--- src/rtl/handshake_rr_arbiter.sv ---
// N-to-1 round-robin valid/ready arbiter with packet lock and a registered
// main + skid output stage, so every downstream-facing output comes from a flop.
module handshake_rr_arbiter #(
    parameter int N  = 4,
    parameter int DW = 8,
    parameter int SW = $clog2(N)
) (
    input  logic            clk,
    input  logic            reset_n,
    input  logic [N-1:0]    valid_pre_i,
    input  logic [N-1:0]    last_pre_i,
    input  logic [N*DW-1:0] data_i,
    output logic [N-1:0]    ready_pre_o,
    output logic            valid_post_o,
    output logic [DW-1:0]   data_o,
    output logic [SW-1:0]   src_o,
    output logic            last_o,
    input  logic            ready_post_i
);

    typedef enum logic {
        ST_IDLE   = 1'b0,
        ST_LOCKED = 1'b1
    } state_t;

    state_t        state_reg;
    state_t        state_next;
    logic [SW-1:0] rr_ptr_reg;
    logic [SW-1:0] rr_ptr_next;
    logic [SW-1:0] owner_reg;
    logic [SW-1:0] owner_next;

    logic [SW-1:0] winner;
    logic          winner_valid;
    logic [SW:0]   scan_idx;
    logic [SW-1:0] scan_sel;

    logic          accept;
    logic [DW-1:0] acc_data;
    logic          acc_last;

    logic          main_valid_reg;
    logic [DW-1:0] main_data_reg;
    logic [SW-1:0] main_src_reg;
    logic          main_last_reg;
    logic          skid_valid_reg;
    logic [DW-1:0] skid_data_reg;
    logic [SW-1:0] skid_src_reg;
    logic          skid_last_reg;
    logic          drain;

    // Scan from the highest offset down so the nearest valid requester to
    // rr_ptr is the last (and therefore winning) assignment.
    always_comb begin
        winner       = '0;
        winner_valid = 1'b0;
        scan_idx     = '0;
        scan_sel     = '0;
        if (state_reg == ST_LOCKED) begin
            winner       = owner_reg;
            winner_valid = valid_pre_i[owner_reg];
        end else begin
            for (int i = N - 1; i >= 0; i--) begin
                scan_idx = {1'b0, rr_ptr_reg} + (SW + 1)'(i);
                if (scan_idx >= (SW + 1)'(N)) begin
                    scan_idx = scan_idx - (SW + 1)'(N);
                end
                scan_sel = scan_idx[SW-1:0];
                if (valid_pre_i[scan_sel]) begin
                    winner       = scan_sel;
                    winner_valid = 1'b1;
                end
            end
        end
    end

    genvar gi;
    generate
        for (gi = 0; gi < N; gi++) begin : g_ready
            assign ready_pre_o[gi] = reset_n & ~skid_valid_reg & winner_valid
                                   & (winner == SW'(gi)) & valid_pre_i[gi];
        end
    endgenerate

    always_comb begin
        acc_data = '0;
        acc_last = 1'b0;
        for (int k = 0; k < N; k++) begin
            if (winner == SW'(k)) begin
                acc_data = data_i[k*DW +: DW];
                acc_last = last_pre_i[k];
            end
        end
    end

    assign accept = |(valid_pre_i & ready_pre_o);
    assign drain  = main_valid_reg & ready_post_i;

    always_comb begin
        state_next  = state_reg;
        owner_next  = owner_reg;
        rr_ptr_next = rr_ptr_reg;
        if (accept) begin
            if (acc_last) begin
                rr_ptr_next = (winner == SW'(N - 1)) ? '0 : winner + SW'(1);
            end
            case (state_reg)
                ST_IDLE: begin
                    if (!acc_last) begin
                        state_next = ST_LOCKED;
                        owner_next = winner;
                    end
                end
                ST_LOCKED: begin
                    if (acc_last) begin
                        state_next = ST_IDLE;
                    end
                end
                default: state_next = ST_IDLE;
            endcase
        end
    end

    always_ff @(posedge clk or negedge reset_n) begin
        if (!reset_n) begin
            state_reg  <= ST_IDLE;
            owner_reg  <= '0;
            rr_ptr_reg <= '0;
        end else begin
            state_reg  <= state_next;
            owner_reg  <= owner_next;
            rr_ptr_reg <= rr_ptr_next;
        end
    end

    // A beat can only arrive while the skid is empty, so the skid-full branch
    // never has to consider a concurrent accept.
    always_ff @(posedge clk or negedge reset_n) begin
        if (!reset_n) begin
            main_valid_reg <= 1'b0;
            main_data_reg  <= '0;
            main_src_reg   <= '0;
            main_last_reg  <= 1'b0;
            skid_valid_reg <= 1'b0;
            skid_data_reg  <= '0;
            skid_src_reg   <= '0;
            skid_last_reg  <= 1'b0;
        end else if (skid_valid_reg) begin
            if (drain) begin
                main_valid_reg <= 1'b1;
                main_data_reg  <= skid_data_reg;
                main_src_reg   <= skid_src_reg;
                main_last_reg  <= skid_last_reg;
                skid_valid_reg <= 1'b0;
            end
        end else if (accept) begin
            if (!main_valid_reg || drain) begin
                main_valid_reg <= 1'b1;
                main_data_reg  <= acc_data;
                main_src_reg   <= winner;
                main_last_reg  <= acc_last;
            end else begin
                skid_valid_reg <= 1'b1;
                skid_data_reg  <= acc_data;
                skid_src_reg   <= winner;
                skid_last_reg  <= acc_last;
            end
        end else if (drain) begin
            main_valid_reg <= 1'b0;
        end
    end

    assign valid_post_o = main_valid_reg;
    assign data_o       = main_data_reg;
    assign src_o        = main_src_reg;
    assign last_o       = main_last_reg;

endmodule

--- config.mk ---
export PLATFORM = sky130hd
export DESIGN_NAME = handshake_rr_arbiter
export DESIGN_NICKNAME = d
export VERILOG_FILES = /design/src/rtl/handshake_rr_arbiter.sv
export SDC_FILE = /design/constraint.sdc
export NUM_CORES = 1
export LEC_CHECK = 0
export CORE_MARGIN = 2
export CORE_UTILIZATION = 47
export CTS_CLUSTER_DIAMETER = 30
export CTS_CLUSTER_SIZE = 40
export DETAILED_ROUTE_END_ITERATION = 8
export PLACE_DENSITY = 0.91
export SLEW_MARGIN = 10
export SYNTH_ARGS = -nofsm -noshare
export SYNTH_HDL_FRONTEND = slang
export SYNTH_SLANG_ARGS = --single-unit
--- constraint.sdc ---
create_clock -name clk -period 3.95 [get_ports clk]
set_input_delay 0.79 -clock clk [delete_from_list [all_inputs] [get_ports clk]]
set_output_delay 0.79 -clock clk [all_outputs]
set_load 0.03 [all_outputs]
==> impl_metrics.tcl <==
set metrics [dict create \
    crit_chain "clkdlybuf4s50_1 -> nor2b_1 -> o21ba_2 -> o41ai_2 -> inv_1 -> buf_4 -> ha_1 -> nand2_1 -> nor2_1 -> buf_4" \
    whs_endpoint "skid_data_reg[7]" \
    busiest_layer "met2" \
    drive_gt1_share_pct 16.5 \
    cp_num_buf_inv 4 \
    met2_usage_pct 37.3 \
    cts_tree "built" \
    area_growth_pct 39.5 \
    setup_viol 0 \
    start_util_pct 50.2 \
    fin_util_pct 70.1 \
    synth_edf_count 0 \
    met1_usage_pct 31.2 \
    hold_viol_final 0 \
    path_class "in -> out" \
    cellLeakagePower_nw 1.11 \
    wl_per_cell_um 15.2 \
    skew_ns 0.00808 \
    hpwl_um 3620 \
    clkTransAtPathRegs_ns 0.06 \
    cts.sinks 29 \
    tns_ns 0 \
    status "finished, final reports clean" \
    die_area_um2 4520 \
    synth_seq_area_share_pct 38.6 \
    clockBufferDepth 2 \
    drc 0 \
    critPathMaxStageDelay_ns 0.50 \
    tightest_slew_ns 0.499 \
    grt_overflow 0 \
    min_path_type "reg -> reg" \
    timing.fmax_ghz 0.274 \
    hold_depth 1 \
    crit_family "buffers and inverters" \
    worstPathMaxFanout 6 \
    ff2ff_path_depth 11 \
    cts_made_buffers 5 \
    max_slew_margin_pct 66.5 \
    r2r_slack_ns 1.01 \
    grt_pass1_vias 1814 \
    reg2reg_to "owner_reg[0]" \
    report.final.slew_viol_count 0 \
    cts_max_level 2 \
    syn_inst 203 \
    grt_pass1_wl_um 8120 \
    viasPerCell 5.83 \
    clk_latency_ns 0.29 \
    async_flop_share_pct 100 \
    drt_iter0_markers 126 \
    critical_path.most_common_cell "buf_4" \
    ioPinCount 59 \
    antenna_found_initial 0 \
    ys.flop_type "dfrtp_1" \
    num_antenna_cells 0 \
    min-delay-start "skid_data_reg[7]" \
    maxCapViolCount 0 \
    place_congestion 0.925 \
    nets 313 \
    die-width_um 67.3 \
    yosys_register_bits 29 \
    io_buffers 58 \
    drt-pass1-iter-count 4 \
    critPathLaunchType "input pin" \
    slowest_stage "clkdlybuf4s50_1" \
    fin_crit_ns 3.65 \
    track_usage_pct 24.1 \
    core_um2 3740 \
    final_cell_mix "54 x clkdlybuf4s50_1, 29 x dfrtp_1, 22 x nor2_1" \
    fin_crit_sh_pct 92.4 \
    antenna_left 0 \
    layout.cells.most_common "clkdlybuf4s50_1" \
    drt_wl_total_um 4800 \
    power_density_nw_per_um2 844 \
    die_y_um 67.3 \
    num_vias 1836 \
    ir_drop_uv 400 \
    synth_area_um2 1880 \
    endpoint_kind "output port" \
    synth.avg_cell_area_um2 9.26 \
    crit_arrival_ns 2.86 \
    cp.required_ns 3.16 \
    num_rows 22 \
    grt_max_degree 30 \
    synth_nets 250 \
    ys_warn_count 0 \
    rsz0062_at_grt "no" \
    synth.distinct_cells 35 \
    cts_root_buf "clkbuf_8" \
    grtUsageMet3_pct 8.17 \
    reg2reg_from "rr_ptr_reg[0]" \
]
==> metal layers <==
metal	vias to the layer above	wire (µm)
li1	867	-
met1	870	2060
met2	93	2230
met3	6	436
met4	0	66
met5	-	0
==> worst reg2reg max path: cells and delay by family (launching register included) <==
kind / cells / cell delay [ns]
AO/OA/AOI/OAI: 4 / 1.00
AND/OR/NAND/NOR: 3 / 0.62
adder cells (fa/ha/maj): 1 / 0.22
multiplexers: 1 / 0.30
buffers and inverters: 2 / 0.26
flip-flops: 1 / 0.42
==> cell families (layout without fill, tap and decap cells) <==
group	Yosys count	in the layout	synth area share, %
AND/OR/NAND/NOR	77	77	20.3
AO/OA/AOI/OAI	57	57	23.2
buffers and inverters	21	85	5.32
adder cells (fa/ha/maj)	4	4	2.66
flip-flops	29	29	38.6
multiplexers	15	15	9.91
==> per-stage QoR <==
step / setup slack, ns / cells / instance area, µm² / power [mW] / hold slack [ns]
6_report: 0.302 / 315 / 2620 / 2.21 / 0.512
3_3_place_gp: 0.139 / 307 / 2530 / 1.92 / 0.491
4_1_cts: 0.0495 / 315 / 2620 / 2.21 / 0.513
3_5_place_dp: 0.0649 / 307 / 2530 / 1.96 / 0.498
2_1_floorplan: 0.622 / 203 / 1880 / 1.50 / 0.481
5_1_grt: 0.165 / 315 / 2620 / 2.39 / 0.521
==> cells in the mapped netlist (5+ instances only) <==
master	count	area share, %
buf_2	5	1.3
nor2b_1	12	4.0
o22ai_1	12	4.0
a211oi_1	11	4.4
inv_1	6	1.2
dfrtp_1	29	39
mux2_2	9	5.4
nand2_1	20	4.0
clkbuf_1	8	1.6
nor3_1	13	3.5
mux2_4	5	4.0
o31ai_1	8	3.2
nor2_1	22	4.4
o21ai_0	5	1.3
a221oi_1	8	3.7
==> worst max-delay path by stage <==
stage                         startpoint              to  slack [ns]  cells after the start
after global placement    valid_pre_i[0]  ready_pre_o[2]        0.14                      9
final                     valid_pre_i[0]  ready_pre_o[0]        0.30                     10
after floorplan           valid_pre_i[0]    owner_reg[0]        0.62                     11
after CTS                 valid_pre_i[0]  ready_pre_o[2]        0.05                      9
after detailed placement  valid_pre_i[0]  ready_pre_o[2]        0.06                      9
after global routing      valid_pre_i[0]    owner_reg[0]        0.17                     12
==> cell type report <==
type / instances / area, µm²
inverter: 6 / 22.5
multi-input combinational: 153 / 1050
clock buffer: 5 / 68.8
sequential: 29 / 726
clock inverter: 3 / 17.5
fill: 304 / 1120
timing repair buffer: 71 / 673
tap: 48 / 60.1
==> repair_timing <==
| item | CTS | global route |
|---|---|---|
| setup endpoints to repair | 0 | 1 |
| hold buffers | 0 | 0 |
| buffers inserted | 0 | 0 |
| resized for setup | 0 | 2 |
==> where the power goes <==
part	switching [mW]	leakage (nW)	total, mW	internal (mW)
combinational	0.762	0.704	1.41	0.651
clock	0.121	0.0439	0.242	0.121
sequential	0.120	0.361	0.558	0.438
total	1.00	1.11	2.21	1.21
No activity file was read; power rests on OpenSTA's default activity.
